File: src/rtl/prng_bit_packer.sv
// prng_bit_packer
// Takes one PRNG word per bits_ready pulse, picks the raw or debiased bits and
// serialises them MSB-first into bytes. Bytes are queued in a small FIFO that
// drives a valid/ready output port.
// Optional statistics counters are built when PRNG_PACK_STATS_EN is defined.
module prng_bit_packer #(
  parameter int MIN_DEB    = 32,
  parameter int FIFO_DEPTH = 16,
  parameter int DROP_W     = 16
) (
  input  logic                            clk,
  input  logic                            reset,
  input  logic                            enable,
  input  logic                            bits_ready,
  input  logic [87:0]                     raw_bits,
  input  logic [43:0]                     debiased_bits,
  input  logic [6:0]                      debiased_count,
  input  logic                            flush,
  output logic [7:0]                      m_data,
  output logic                            m_valid,
  input  logic                            m_ready,
  output logic                            busy,
  output logic [$clog2(FIFO_DEPTH):0]     fifo_level,
  output logic [DROP_W-1:0]               drop_count
`ifdef PRNG_PACK_STATS_EN
  ,
  output logic [31:0]                     word_count,
  output logic [31:0]                     raw_sel_count,
  output logic [31:0]                     ones_count
`endif
);

  localparam int PTR_W = $clog2(FIFO_DEPTH);
  localparam int LVL_W = PTR_W + 1;

  typedef enum logic [0:0] {
    IDLE  = 1'b0,
    SHIFT = 1'b1
  } state_t;

  state_t             state;
  state_t             state_nxt;

  logic [87:0]        hold;
  logic [6:0]         len;
  logic [6:0]         idx;
  logic [7:0]         acc;
  logic [2:0]         bitcnt;

  logic [7:0]         mem [FIFO_DEPTH];
  logic [PTR_W-1:0]   wr_ptr;
  logic [PTR_W-1:0]   rd_ptr;
  logic [LVL_W-1:0]   count;

  logic               sel_raw;
  logic [6:0]         deb_len;
  logic [6:0]         cap_len;
  logic               capture;
  logic               drop;
  logic               cur_bit;
  logic               full;
  logic               empty;
  logic               shift_go;
  logic               last_bit;
  logic               flush_go;
  logic               push;
  logic               pop;
  logic [7:0]         acc_set;
  logic [7:0]         push_data;

  // Word source selection and capture/drop decode.
  always_comb begin
    sel_raw = ({25'd0, debiased_count} < 32'(MIN_DEB));
    if (debiased_count > 7'd44) begin
      deb_len = 7'd44;
    end else begin
      deb_len = debiased_count;
    end
    if (sel_raw) begin
      cap_len = 7'd88;
    end else begin
      cap_len = deb_len;
    end
    // A zero-length word never leaves IDLE.
    capture = bits_ready && enable && (state == IDLE) && (cap_len != 7'd0);
    drop    = bits_ready && enable && (state == SHIFT);
  end

  // Bit serialiser and FIFO handshake decode.
  always_comb begin
    cur_bit  = hold[idx];
    full     = (count == LVL_W'(FIFO_DEPTH));
    empty    = (count == LVL_W'(0));
    // Completing a byte needs FIFO room; otherwise the shifter stalls.
    shift_go = (state == SHIFT) && !((bitcnt == 3'd7) && full);
    last_bit = (idx == (len - 7'd1));
    if (cur_bit) begin
      acc_set = acc | (8'h80 >> bitcnt);
    end else begin
      acc_set = acc;
    end
    flush_go = flush && (state == IDLE) && !capture && (bitcnt != 3'd0) && !full;
    if (flush_go) begin
      push_data = acc;
    end else begin
      push_data = acc_set;
    end
    push = (shift_go && (bitcnt == 3'd7)) || flush_go;
    pop  = !empty && m_ready;
  end

  // Next-state logic for the capture/shift FSM.
  always_comb begin
    state_nxt = state;
    case (state)
      IDLE: begin
        if (capture) begin
          state_nxt = SHIFT;
        end else begin
          state_nxt = IDLE;
        end
      end
      SHIFT: begin
        if (shift_go && last_bit) begin
          state_nxt = IDLE;
        end else begin
          state_nxt = SHIFT;
        end
      end
      default: state_nxt = IDLE;
    endcase
  end

  // FSM state register.
  always_ff @(posedge clk or posedge reset) begin
    if (reset) begin
      state <= IDLE;
    end else begin
      state <= state_nxt;
    end
  end

  // Word hold register, bit index and partial-byte accumulator.
  always_ff @(posedge clk or posedge reset) begin
    if (reset) begin
      hold   <= 88'd0;
      len    <= 7'd0;
      idx    <= 7'd0;
      acc    <= 8'd0;
      bitcnt <= 3'd0;
    end else if (capture) begin
      if (sel_raw) begin
        hold <= raw_bits;
      end else begin
        hold <= {44'd0, debiased_bits};
      end
      len <= cap_len;
      idx <= 7'd0;
    end else if (shift_go) begin
      idx    <= idx + 7'd1;
      bitcnt <= bitcnt + 3'd1;
      if (bitcnt == 3'd7) begin
        acc <= 8'd0;
      end else begin
        acc <= acc_set;
      end
    end else if (flush_go) begin
      acc    <= 8'd0;
      bitcnt <= 3'd0;
    end
  end

  // Saturating count of words lost to overrun.
  always_ff @(posedge clk or posedge reset) begin
    if (reset) begin
      drop_count <= '0;
    end else if (drop && (drop_count != {DROP_W{1'b1}})) begin
      drop_count <= drop_count + DROP_W'(1);
    end
  end

  // FIFO storage; contents are only observable through a valid pointer.
  always_ff @(posedge clk) begin
    if (push) begin
      mem[wr_ptr] <= push_data;
    end
  end

  // FIFO pointers and fill level.
  always_ff @(posedge clk or posedge reset) begin
    if (reset) begin
      wr_ptr <= '0;
      rd_ptr <= '0;
      count  <= '0;
    end else begin
      if (push) begin
        wr_ptr <= wr_ptr + PTR_W'(1);
      end
      if (pop) begin
        rd_ptr <= rd_ptr + PTR_W'(1);
      end
      case ({push, pop})
        2'b10:   count <= count + LVL_W'(1);
        2'b01:   count <= count - LVL_W'(1);
        default: count <= count;
      endcase
    end
  end

  assign m_valid    = !empty;
  assign m_data     = empty ? 8'h00 : mem[rd_ptr];
  assign busy       = (state == SHIFT);
  assign fifo_level = count;

`ifdef PRNG_PACK_STATS_EN
  // Statistics on accepted words and emitted one-bits.
  always_ff @(posedge clk or posedge reset) begin
    if (reset) begin
      word_count    <= 32'd0;
      raw_sel_count <= 32'd0;
      ones_count    <= 32'd0;
    end else begin
      if (capture) begin
        word_count <= word_count + 32'd1;
      end
      if (capture && sel_raw) begin
        raw_sel_count <= raw_sel_count + 32'd1;
      end
      if (shift_go && cur_bit) begin
        ones_count <= ones_count + 32'd1;
      end
    end
  end
`endif

endmodule

File: config.mk
export PLATFORM = sky130hd
export DESIGN_NAME = prng_bit_packer
export DESIGN_NICKNAME = d
export VERILOG_FILES = /design/src/rtl/prng_bit_packer.sv
export SDC_FILE = /design/constraint.sdc
export NUM_CORES = 1
export LEC_CHECK = 0
export BUFFER_PORTS_ARGS = -buffer_cell sky130_fd_sc_hd__buf_4
export CORE_UTILIZATION = 35
export DETAILED_ROUTE_END_ITERATION = 16
export SLEW_MARGIN = 0
export SYNTH_ARGS = -nofsm -noshare
export SYNTH_HDL_FRONTEND = slang
export SYNTH_SLANG_ARGS = --single-unit
export TNS_END_PERCENT = 50
File: constraint.sdc
create_clock -name clk -period 14.6 [get_ports clk]
set_input_delay 4.38 -clock clk [delete_from_list [all_inputs] [get_ports clk]]
set_output_delay 4.38 -clock clk [all_outputs]
set_load 0.01 [all_outputs]
==> results of run 1 <==
==> registers in the layout, indices dropped and copies added (netlist names) <==
signal	flops
busy	1
rd_ptr	4
drop_count	16
fifo_level	5
hold	88
mem	128
len	7
idx	7
acc	8
bitcnt	3
wr_ptr	4
==> tightest hold or removal path, cell delays in order (launching register included) <==
cell and delay [ns]:
dfrtp_1 0.34, nand2_1 0.05, nand2_1 0.05
==> where the power goes <==
| part | switching (mW) | internal, mW | leakage (nW) |
|---|---|---|---|
| Clock | 0.295 | 0.438 | 0.470 |
| Sequential | 0.162 | 1.05 | 2.99 |
| Combinational | 0.498 | 0.456 | 2.79 |
| Total | 0.955 | 1.94 | 6.25 |
==> area by class of cell <==
| cell class | count | area [sq um] |
|---|---|---|
| clock buffer | 40 | 848 |
| clock inverter | 12 | 114 |
| fill | 3225 | 19600 |
| inverter | 16 | 65.1 |
| multi-input combinational | 619 | 4610 |
| sequential | 271 | 7420 |
| tap | 455 | 569 |
| timing repair buffer | 186 | 1400 |
==> logic make-up after synthesis <==
family | Yosys count
compound gates | 111
xor+xnor | 37
fa+ha+maj | 17
buf+inv | 78
flops | 271
mux | 121
simple gates | 333
==> per-stage QoR <==
stage               instance area [sq um]  total power [mW]  std cells  hold slack [ns]  setup slack [ns]
global placement                    14100              2.18       1547            0.447              6.91
CTS                                 15000              2.94       1599            0.466              7.02
global route                        15000              3.09       1599            0.483              6.89
detailed placement                  14100              2.20       1547            0.453              6.99
finish                              15000              2.90       1599            0.463              7.10
floorplan                           12300              1.87        968            0.433              6.38
==> final timing paths <==
kind | end | slack (ns) | cells after the start
max | m_data[6] | 7.10 | 5
min | hold[68]$_DFFE_PP0N_ | 0.46 | 2
max reg2reg | fifo_level[4]$_DFFE_PP0P_ | 10.91 | 13
min reg2reg | hold[68]$_DFFE_PP0N_ | 0.46 | 2
max in group asynchronous | idx[1]$_DFFE_PP0P_ | 9.39 | 3
min in group asynchronous | drop_count[7]$_DFFE_PP0P_ | 4.01 | 2
==> cells in the mapped netlist, drive strengths merged, types with 2 or more instances <==
cell type  number  area, sq um
a211oi          2         15.0
a21oi          14         70.1
a22oi           7         52.6
a31o            6         52.6
a41o            2         20.0
and2            9         56.3
and4            2         17.5
buf            14         77.6
clkbuf         48          180
dfrtp         143         3580
edfxtp        128         3840
ha             17          213
inv            15         56.3
mux2            3         33.8
mux2i          63          631
mux4           55         1240
nand2         178          671
nand2b          7         43.8
nand3          63          315
nand4           9         56.3
nor2           31          116
nor2b          14         87.6
nor3           10         50.1
nor4            2         12.5
o211ai          4         35.0
o21ai          64          320
o41ai           2         25.0
or2             4         25.0
or3             2         12.5
xnor2          24          210
xor2           13          114
==> routing by layer <==
metal  vias up  track usage (%)
li1       3814                -
met1      3883             22.4
met2       231             26.0
met3        49             2.34
met4         0             5.77
met5         -                0
==> key figures, run 1 <==
Finish
  – Fin nets: 1285
  – Most frequent cells in the layout: buf_4 (186), nand2_1 (177), dfrtp_1 (141)
  – Final Util: 43.4%
  – Most common cell after layout, fill and taps aside: buf_4
  – Ant diodes: 0
  – Synthesis-to-layout area growth: 21.9%
  – Ratio of cells with drive above 1 in the final layout: 26.2%

Detailed routing
  – WL met3: 1.31 mm
  – DR vias: 7977
  – Drt wl/cell: 17.7 um
  – DRC: 0
  – Final ANT Viol Nets: 0
  – Detailed Route Iter0 Violations: 458
  – Top Metal Used: met4
  – Met2 wire length: 13.3 mm
  – Drt first pass iters: 5
  – Vias per inst: 4.99
  – Post-Route WL: 28.3 mm
  – WL met1: 12.8 mm

Clock tree
  – H-tree depth: 1
  – Clk_lat worst skew: 0.54 ns
  – CTS Buffer Depth: 3
  – Post-CTS Setup Inserts: 0
  – Hold-fix buffers, CTS: 0
  – Root Driver: clkbuf_16
  – CTS tree: done
  – Clock Sinks: around 270
  – # resized after CTS: 0
  – Clock transition at path regs: about 0.060 ns
  – Total CTS buffers: 29

Status
  – Status: finished clean

Timing
  – Period minus WS final: between 7 and 8 ns
  – Clock skew: ~0.012 ns
  – RSZ-0062 raised after global routing: no
  – Aggregate negative setup slack: 0 ns
  – Final setup violation count: 0
  – Slew HR: about 16%
  – Final slew viol count: 0
  – Least-Margin Pin Slew: around 1.3 ns
  – Final Hold Vio Count: 0
  – Period Utilization, post-route: between 50% and 60%
  – FMAX: between 0.1 and 0.15 GHz

Critical path
  – Setup CP Type: flip-flop to output pin
  – Arrival time of the worst setup path: 3.12 ns
  – CP Max Fanout: 18
  – Startpoint Class: flip-flop
  – Timing startpoint of the critical path: rd_ptr[0]$_DFFE_PP0P_
  – Worst setup EP type: output pin
  – CP cell instances: buf_4 > mux4_2 > mux4_2 > nor2b_1 > buf_4
  – Worst path bufs/invs: 2
  – Critical path required time: approximately 10 ns
  – Crit Reg-Reg Startpoint: busy$_DFF_PP0_
  – Critical Path Max Stage Delay: 0.72 ns
  – Delay-heaviest family, CP: multiplexers
  – Slowest-stage cell, CP: dfrtp_2

Yosys
  – Synth Net Count: 1130
  – Largest family of logic cells by synthesized area: multiplexers
  – Synth Flop Type: dfrtp_1
  – Gate Count Post-Synth: around 970
  – Register area share after synthesis: 60.2%
  – Synthesized cell area: 12300 sq um
  – Number of library cell types mapped by synthesis: 52
  – Syn Area/Cell: 12.7 sq um
  – Post-synthesis adder-cell area fraction: around 1.7%
  – Post-synthesis compound-gate area fraction: between 5 and 6%
  – Simple-Gate Fraction of Synth Area: approximately 12%
  – Flops & latches, synth: 271
  – Post-Synth XOR/XNOR Area: 2.63%
  – Post-synth EDFFs: between 100 and 150
  – Asr flop ratio synth: 52.8%
  – Post-synthesis mux area share: 15.4%
  – Yosys warnings: 0

Floorplanning
  – Die Ht: 190 um
  – Starting Density: a little over a third
  – Num rows: 68
  – I/O pin count: 176
  – Die footprint: 36000 sq um
  – Core ar.: 34600 sq um
  – Die W: 190 um

Global route
  – Grt total ovfl: 0
  – Number of global-route vias before repair: 8128
  – Largest net degree at the start of global routing: 100
  – Antenna violations before repair: 0
  – GRT Util Overall: around 16%
  – First-pass GRT wire length: between 40 and 50 mm

Placement
  – IO Port Bufs: 175
  – Final HPWL DP: 19.7 mm
  – Routability cong.: 0.779

Run
  – Maxcap violations: 0

Power
  – Maximum vdd drop: around 0.12 mV
  – PwrDens: 193 nW/um^2
  – Lkg Pwr: 6.25 nW

Min path
  – Hold Crit Class: flip-flop to flip-flop
  – Worst hold path startpoint: hold[68]$_DFFE_PP0N_
Power figures use the tool's default switching activity.
==> inputs of run 2 (changes only) <==
==> constraint.sdc (replaced) <==
create_clock -name clk -period 7.65 [get_ports clk]
set_input_delay 2.295 -clock clk [delete_from_list [all_inputs] [get_ports clk]]
set_output_delay 2.295 -clock clk [all_outputs]
set_load 0.01 [all_outputs]
==> run 2 against run 1 <==
Effect of this change: combinational power increased by 91%; sequential cell count unchanged; highest routed layer unchanged; global-route usage decreased by 0.21 points; register-to-register slack got worse by 7.1 ns; clock power increased by 94%; first-iteration DRC count increased by 1.5%; core utilization increased by 0.14 points.
==> key figures, run 2 (synthesized netlist as in run 1, its figures left out) <==
Clock tree
  – Clock transition at path regs: 0.06 ns (about the same)
  – CTS tree: done
  – Clock Sinks: 271 (unchanged)
  – Clk_lat worst skew: 0.55 ns (about the same)
  – Root Driver: clkbuf_16
  – # resized after CTS: 0 (unchanged)
  – H-tree depth: 1 (unchanged)
  – CTS Buffer Depth: 3 (unchanged)
  – Post-CTS Setup Inserts: 0 (unchanged)
  – Total CTS buffers: 30 (+3.4%)
  – Hold-fix buffers, CTS: 0 (unchanged)

Critical path
  – Timing startpoint of the critical path: rd_ptr[0]$_DFFE_PP0P_
  – CP Max Fanout: 20 (+2)
  – Crit Reg-Reg Startpoint: busy$_DFF_PP0_
  – Setup CP Type: flip-flop to output pin
  – Worst setup EP type: output pin
  – Critical path required time: 5.36 ns (-4.86 ns)
  – Startpoint Class: flip-flop
  – Arrival time of the worst setup path: 3.13 ns (about the same)

Global route
  – GR Layer Usage met1: 21.7% (-0.74 points)
  – Grt total ovfl: 0 (unchanged)
  – M2 GR Usage: 26.9% (+0.90 points)
  – First-pass GRT wire length: 44.9 mm (-1.7%)
  – Number of global-route vias before repair: 8039 (-1.1%)
  – Top Usage Layer GRT: met2
  – Largest net degree at the start of global routing: 99 (-1.0%)
  – GRT Util Overall: 16.0% (-0.21 points)
  – Antenna violations before repair: 0 (unchanged)
  – Global-route track usage on met3: 2.23% (-0.11 points)

Placement
  – IO Port Bufs: 175 (unchanged)
  – Pre-CTS setup slack: 2.08 ns (-4.91 ns)
  – Final HPWL DP: 19.4 mm (-1.2%)
  – Routability cong.: 0.798 (+2.5%)

Timing
  – Final setup violation count: 0 (unchanged)
  – Final slew viol count: 0 (unchanged)
  – Setup ws final: 2.23 ns (-4.87 ns)
  – Aggregate negative setup slack: 0 ns (unchanged)
  – Least-Margin Pin Slew: 1.07 ns (-0.188 ns)
  – Period minus WS final: 5.42 ns
  – Clock skew: 0.0209 ns (+0.00908 ns)
  – FMAX: 0.184 GHz
  – Slew HR: 28.4% (+13 points)
  – Final Hold Vio Count: 0 (unchanged)
  – RSZ-0062 raised after global routing: no
  – Period Utilization, post-route: 70.9%

Finish
  – Registers with the most flip-flops: mem (128), hold (88), drop_count (16)
  – Ant diodes: 0 (unchanged)
  – Final Util: 43.5% (+0.14 points)
  – Most frequent cells in the layout: buf_4 (185), nand2_1 (177), dfrtp_1 (141)
  – Ratio of cells with drive above 1 in the final layout: 26.3% (+0.11 points)
  – Synthesis-to-layout area growth: 22.2%
  – Fillers: 3223 (-0.062%)
  – Fin nets: 1287 (+0.16%)
  – Largest Register: mem
  – Most common cell after layout, fill and taps aside: buf_4
  – Max FFs per register: 128 (unchanged)

Detailed routing
  – DRC: 0 (unchanged)
  – Post-Route WL: 28.5 mm (+0.61%)
  – DR vias: 7933 (-0.55%)
  – Detailed Route Iter0 Violations: 465 (+1.5%)
  – Drt wl/cell: 17.8 um (+0.42%)
  – Drt first pass iters: 4 (-1)
  – Final ANT Viol Nets: 0 (unchanged)
  – Vias per inst: 4.95 (-0.74%)

Floorplanning
  – Starting Density: 35.6% (unchanged)
  – Die footprint: 36000 sq um (unchanged)
  – Die W: 190 um (unchanged)
  – Num rows: 68 (unchanged)
  – I/O pin count: 176 (unchanged)
  – Core ar.: 34600 sq um (unchanged)
  – Die Ht: 190 um (unchanged)

Status
  – Status: finished clean

Min path
  – Hold Crit Class: flip-flop to flip-flop
  – Worst hold path startpoint: hold[77]$_DFFE_PP0N_

Power
  – PwrDens: 370 nW/um^2 (+92%)
  – Lkg Pwr: 6.27 nW (+0.38%)
  – Maximum vdd drop: 0.190 mV (+56%)

Run
  – Maxcap violations: 0 (unchanged)
run 2: per-stage QoR:
| step | hold WS, ns | power, mW | instances | instance area [sq um] |
|---|---|---|---|---|
| floorplan | 0.433 | 3.57 | 968 | 12300 |
| global placement | 0.446 | 4.15 | 1547 | 14100 |
| detailed placement | 0.451 | 4.20 | 1547 | 14100 |
| CTS | 0.464 | 5.64 | 1601 | 15100 |
| global route | 0.481 | 5.92 | 1602 | 15100 |
| finish | 0.462 | 5.57 | 1602 | 15100 |
run 2: cell type report:
cell class / count / area (sq um) / share of cell area, %
timing repair buffer: 187 / 1420 / 9.42
clock inverter: 11 / 106 / 0.705
multi-input combinational: 619 / 4610 / 30.6
tap: 455 / 569 / 3.78
clock buffer: 43 / 881 / 5.84
inverter: 16 / 65.1 / 0.431
sequential: 271 / 7420 / 49.2
run 2: critical path, cell delays in order (launching register included):
cell,delay (ns)
dfrtp_2,0.71
buf_4,0.47
mux4_2,0.59
mux4_2,0.49
nor2b_1,0.15
buf_4,0.17
run 2: worst paths after layout:
check                                             endpoint  slack (ns)  cells past startpoint
worst max-delay path                             m_data[6]        2.23                      5
worst min-delay path                  hold[77]$_DFFE_PP0N_        0.46                      2
worst max register to register   fifo_level[4]$_DFFE_PP0P_        3.86                     12
worst min register to register        hold[77]$_DFFE_PP0N_        0.46                      2
max in group asynchronous            rd_ptr[0]$_DFFE_PP0P_        4.39                      3
min in group asynchronous       drop_count[11]$_DFFE_PP0P_        1.88                      2
run 2: power by group:
group,internal (mW),leakage (nW),switching (mW)
combinational,0.874,2.80,0.948
clock,0.860,0.483,0.563
sequential,2.00,2.99,0.327
total,3.74,6.27,1.84
run 2: routing by layer:
layer | routed length (um) | part of all wire, % | vias up
met2 | 13800 | 48 | 205
met5 | 0 | 0 | -
met1 | 12900 | 45 | 3873
met3 | 1150 | 4.0 | 36
met4 | 648 | 2.3 | 0
li1 | - | - | 3819
==> inputs of run 3 (changes only) <==
==> constraint.sdc (replaced) <==
create_clock -name clk -period 5.3 [get_ports clk]
set_input_delay 1.59 -clock clk [delete_from_list [all_inputs] [get_ports clk]]
set_output_delay 1.59 -clock clk [all_outputs]
set_load 0.01 [all_outputs]
==> run 3 against run 2 <==
Effect of this change: clock skew down 0.0061 ns; critical path type unchanged; clock power up 44%; via count up 1.4%; first-iteration DRC count up 11%; core utilization up 0.29 points; global-route usage up 0.62 points; largest cell class unchanged; sequential power up 46%.
==> key figures, run 3 (synthesized netlist as in run 1, its figures left out) <==
Finish
  – Largest Register: mem
  – Ant diodes: 0 (unchanged)
  – Most common cell after layout, fill and taps aside: buf_4
  – Registers with the most flip-flops: mem (128), hold (88), drop_count (16)
  – Area of the multi-input gates: 4620 sq um (+0.11%)
  – Most frequent cells in the layout: buf_4 (195), nand2_1 (177), dfrtp_1 (141)
  – Max FFs per register: 128 (unchanged)
  – FF+latch area: 7420 sq um (unchanged)
  – Synthesis-to-layout area growth: 23.1%
  – Fin nets: 1298 (+0.85%)
  – Fillers: 3220 (-0.093%)
  – Ratio of cells with drive above 1 in the final layout: 27.3% (+0.94 points)

Timing
  – Clock skew: 0.0148 ns (-0.00606 ns)
  – Aggregate negative setup slack: 0 ns (unchanged)
  – RSZ-0062 raised after global routing: no
  – Slew HR: 25.8% (-2.6 points)
  – Final setup violation count: 0 (unchanged)
  – Final Hold Slack: 0.462 ns (-0.000630 ns)
  – Final Hold Vio Count: 0 (unchanged)
  – Least-Margin Pin Slew: 1.11 ns (+0.0448 ns)
  – Period Utilization, post-route: 83.6%
  – Period minus WS final: around 4.4 ns
  – FMAX: 0.226 GHz
  – Final slew viol count: 0 (unchanged)

Clock tree
  – Root Driver: clkbuf_16
  – Hold-fix buffers, CTS: 0 (unchanged)
  – H-tree depth: 1 (unchanged)
  – Total CTS buffers: 30 (unchanged)
  – CTS Buffer Depth: 3 (unchanged)
  – CTS tree: done
  – Clock transition at path regs: 0.06 ns (about the same)
  – Clock Sinks: 271 (unchanged)
  – Post-CTS Setup Inserts: 0 (unchanged)
  – Clk_lat worst skew: 0.55 ns (about the same)
  – # resized after CTS: 0 (unchanged)

Detailed routing
  – Drt wl/cell: 18.0 um (+1.2%)
  – Vias per inst: 4.99 (+0.70%)
  – Drt first pass iters: 4 (unchanged)
  – Post-Route WL: 29.0 mm (+1.9%)
  – DR vias: 8048 (+1.4%)
  – Detailed Route Iter0 Violations: 514 (+11%)
  – DRC: 0 (unchanged)
  – Final ANT Viol Nets: 0 (unchanged)

Floorplanning
  – Starting Density: 35.6% (unchanged)
  – Core ar.: 34600 sq um (unchanged)
  – I/O pin count: 176 (unchanged)
  – Num rows: 68 (unchanged)
  – Die W: 190 um (unchanged)
  – Die Ht: 190 um (unchanged)
  – Die footprint: 36000 sq um (unchanged)

Critical path
  – Worst setup EP type: output pin
  – Arrival time of the worst setup path: 2.84 ns (-0.29 ns)
  – Slowest-stage cell, CP: dfrtp_2
  – Critical path required time: 3.71 ns (-1.65 ns)
  – Critical Path Max Stage Delay: 0.61 ns (-0.10 ns)
  – Setup CP Type: flip-flop to output pin
  – CP cell instances: buf_4 > mux4_2 > mux4_2 > nor2b_1 > buf_4
  – CP Max Fanout: 13 (-35%)
  – Startpoint Class: flip-flop

Run
  – Maxcap violations: 0 (unchanged)

Power
  – Lkg Pwr: 6.34 nW (+0.99%)
  – Maximum vdd drop: 0.325 mV (+71%)
  – Post-route total power: 8.01 mW (+44%)
  – PwrDens: 528 nW/um^2 (+43%)

Global route
  – Grt total ovfl: 0 (unchanged)
  – Largest net degree at the start of global routing: 112 (+13%)
  – GRT Util Overall: 16.6% (+0.62 points)
  – Antenna violations before repair: 0 (unchanged)
  – Number of global-route vias before repair: 8266 (+2.8%)
  – First-pass GRT wire length: 46.4 mm (+3.4%)

Placement
  – IO Port Bufs: 175 (unchanged)
  – Routability cong.: 0.773 (-3.2%)
  – Final HPWL DP: 20.2 mm (+4.1%)

Status
  – Status: finished clean

Min path
  – Hold Crit Class: flip-flop to flip-flop
## run 3: cell count changes in the layout (fill, tap and decap cells not counted), moves of 2 or more
cell and delta:
buf_12 +2, clkbuf_8 -2, buf_4 +10, clkinv_2 +2, clkinvlp_4 +2
## run 3: worst max-delay path: cells and delay by family (launching register included)
| kind | cells | cell delay [ns] |
|---|---|---|
| flops | 1 | 0.61 |
| simple gates | 1 | 0.14 |
| mux | 2 | 1.01 |
| buf+inv | 2 | 0.52 |
## run 3: metal layers
layer | part of all wire, % | wire length [um] | up-vias | GRT usage, %
li1 | - | - | 3854 | -
met1 | 44 | 12900 | 3932 | 22.5
met2 | 49 | 14300 | 219 | 28.1
met3 | 4.1 | 1190 | 43 | 2.25
met4 | 2.4 | 683 | 0 | 4.16
met5 | 0 | 0 | - | 0
## run 3: worst paths after layout
check	slack (ns)	depth (start not counted)	startpoint	to
worst max register to register	1.83	7	idx[0]$_DFFE_PP0P_	mem[9][7]$_DFFE_PP_
max in group asynchronous	3.30	3	reset	rd_ptr[0]$_DFFE_PP0P_
worst min register to register	0.46	2	hold[61]$_DFFE_PP0N_	hold[61]$_DFFE_PP0N_
worst max-delay path	0.87	5	rd_ptr[0]$_DFFE_PP0P_	m_data[0]
min in group asynchronous	1.21	2	reset	drop_count[11]$_DFFE_PP0P_
worst min-delay path	0.46	2	hold[61]$_DFFE_PP0N_	hold[61]$_DFFE_PP0N_
## run 3: through the flow
step | cells | cell area, sq um | utilization [%] | setup WS (ns)
floorplan | 968 | 12300 | - | 1.23
global placement | 1559 | 14200 | 41.0 | 0.982
detailed placement | 1559 | 14200 | 41.0 | 0.985
CTS | 1614 | 15200 | 43.8 | 0.802
global route | 1614 | 15200 | 43.8 | 0.685
finish | 1614 | 15200 | 43.8 | 0.872
## run 3: area by class of cell
cell class	count	area share (%)
sequential	271	48.9
timing repair buffer	198	10.0
tap	455	3.75
clock inverter	15	0.857
clock buffer	40	5.60
inverter	16	0.420
multi-input combinational	619	30.4
## run 3: where the power goes
group	leakage [nW]	internal (mW)	total (mW)	switching, mW
sequential	2.99	2.89	3.41	0.516
combinational	2.86	1.27	2.55	1.28
clock	0.480	1.22	2.05	0.835
total	6.34	5.37	8.01	2.64
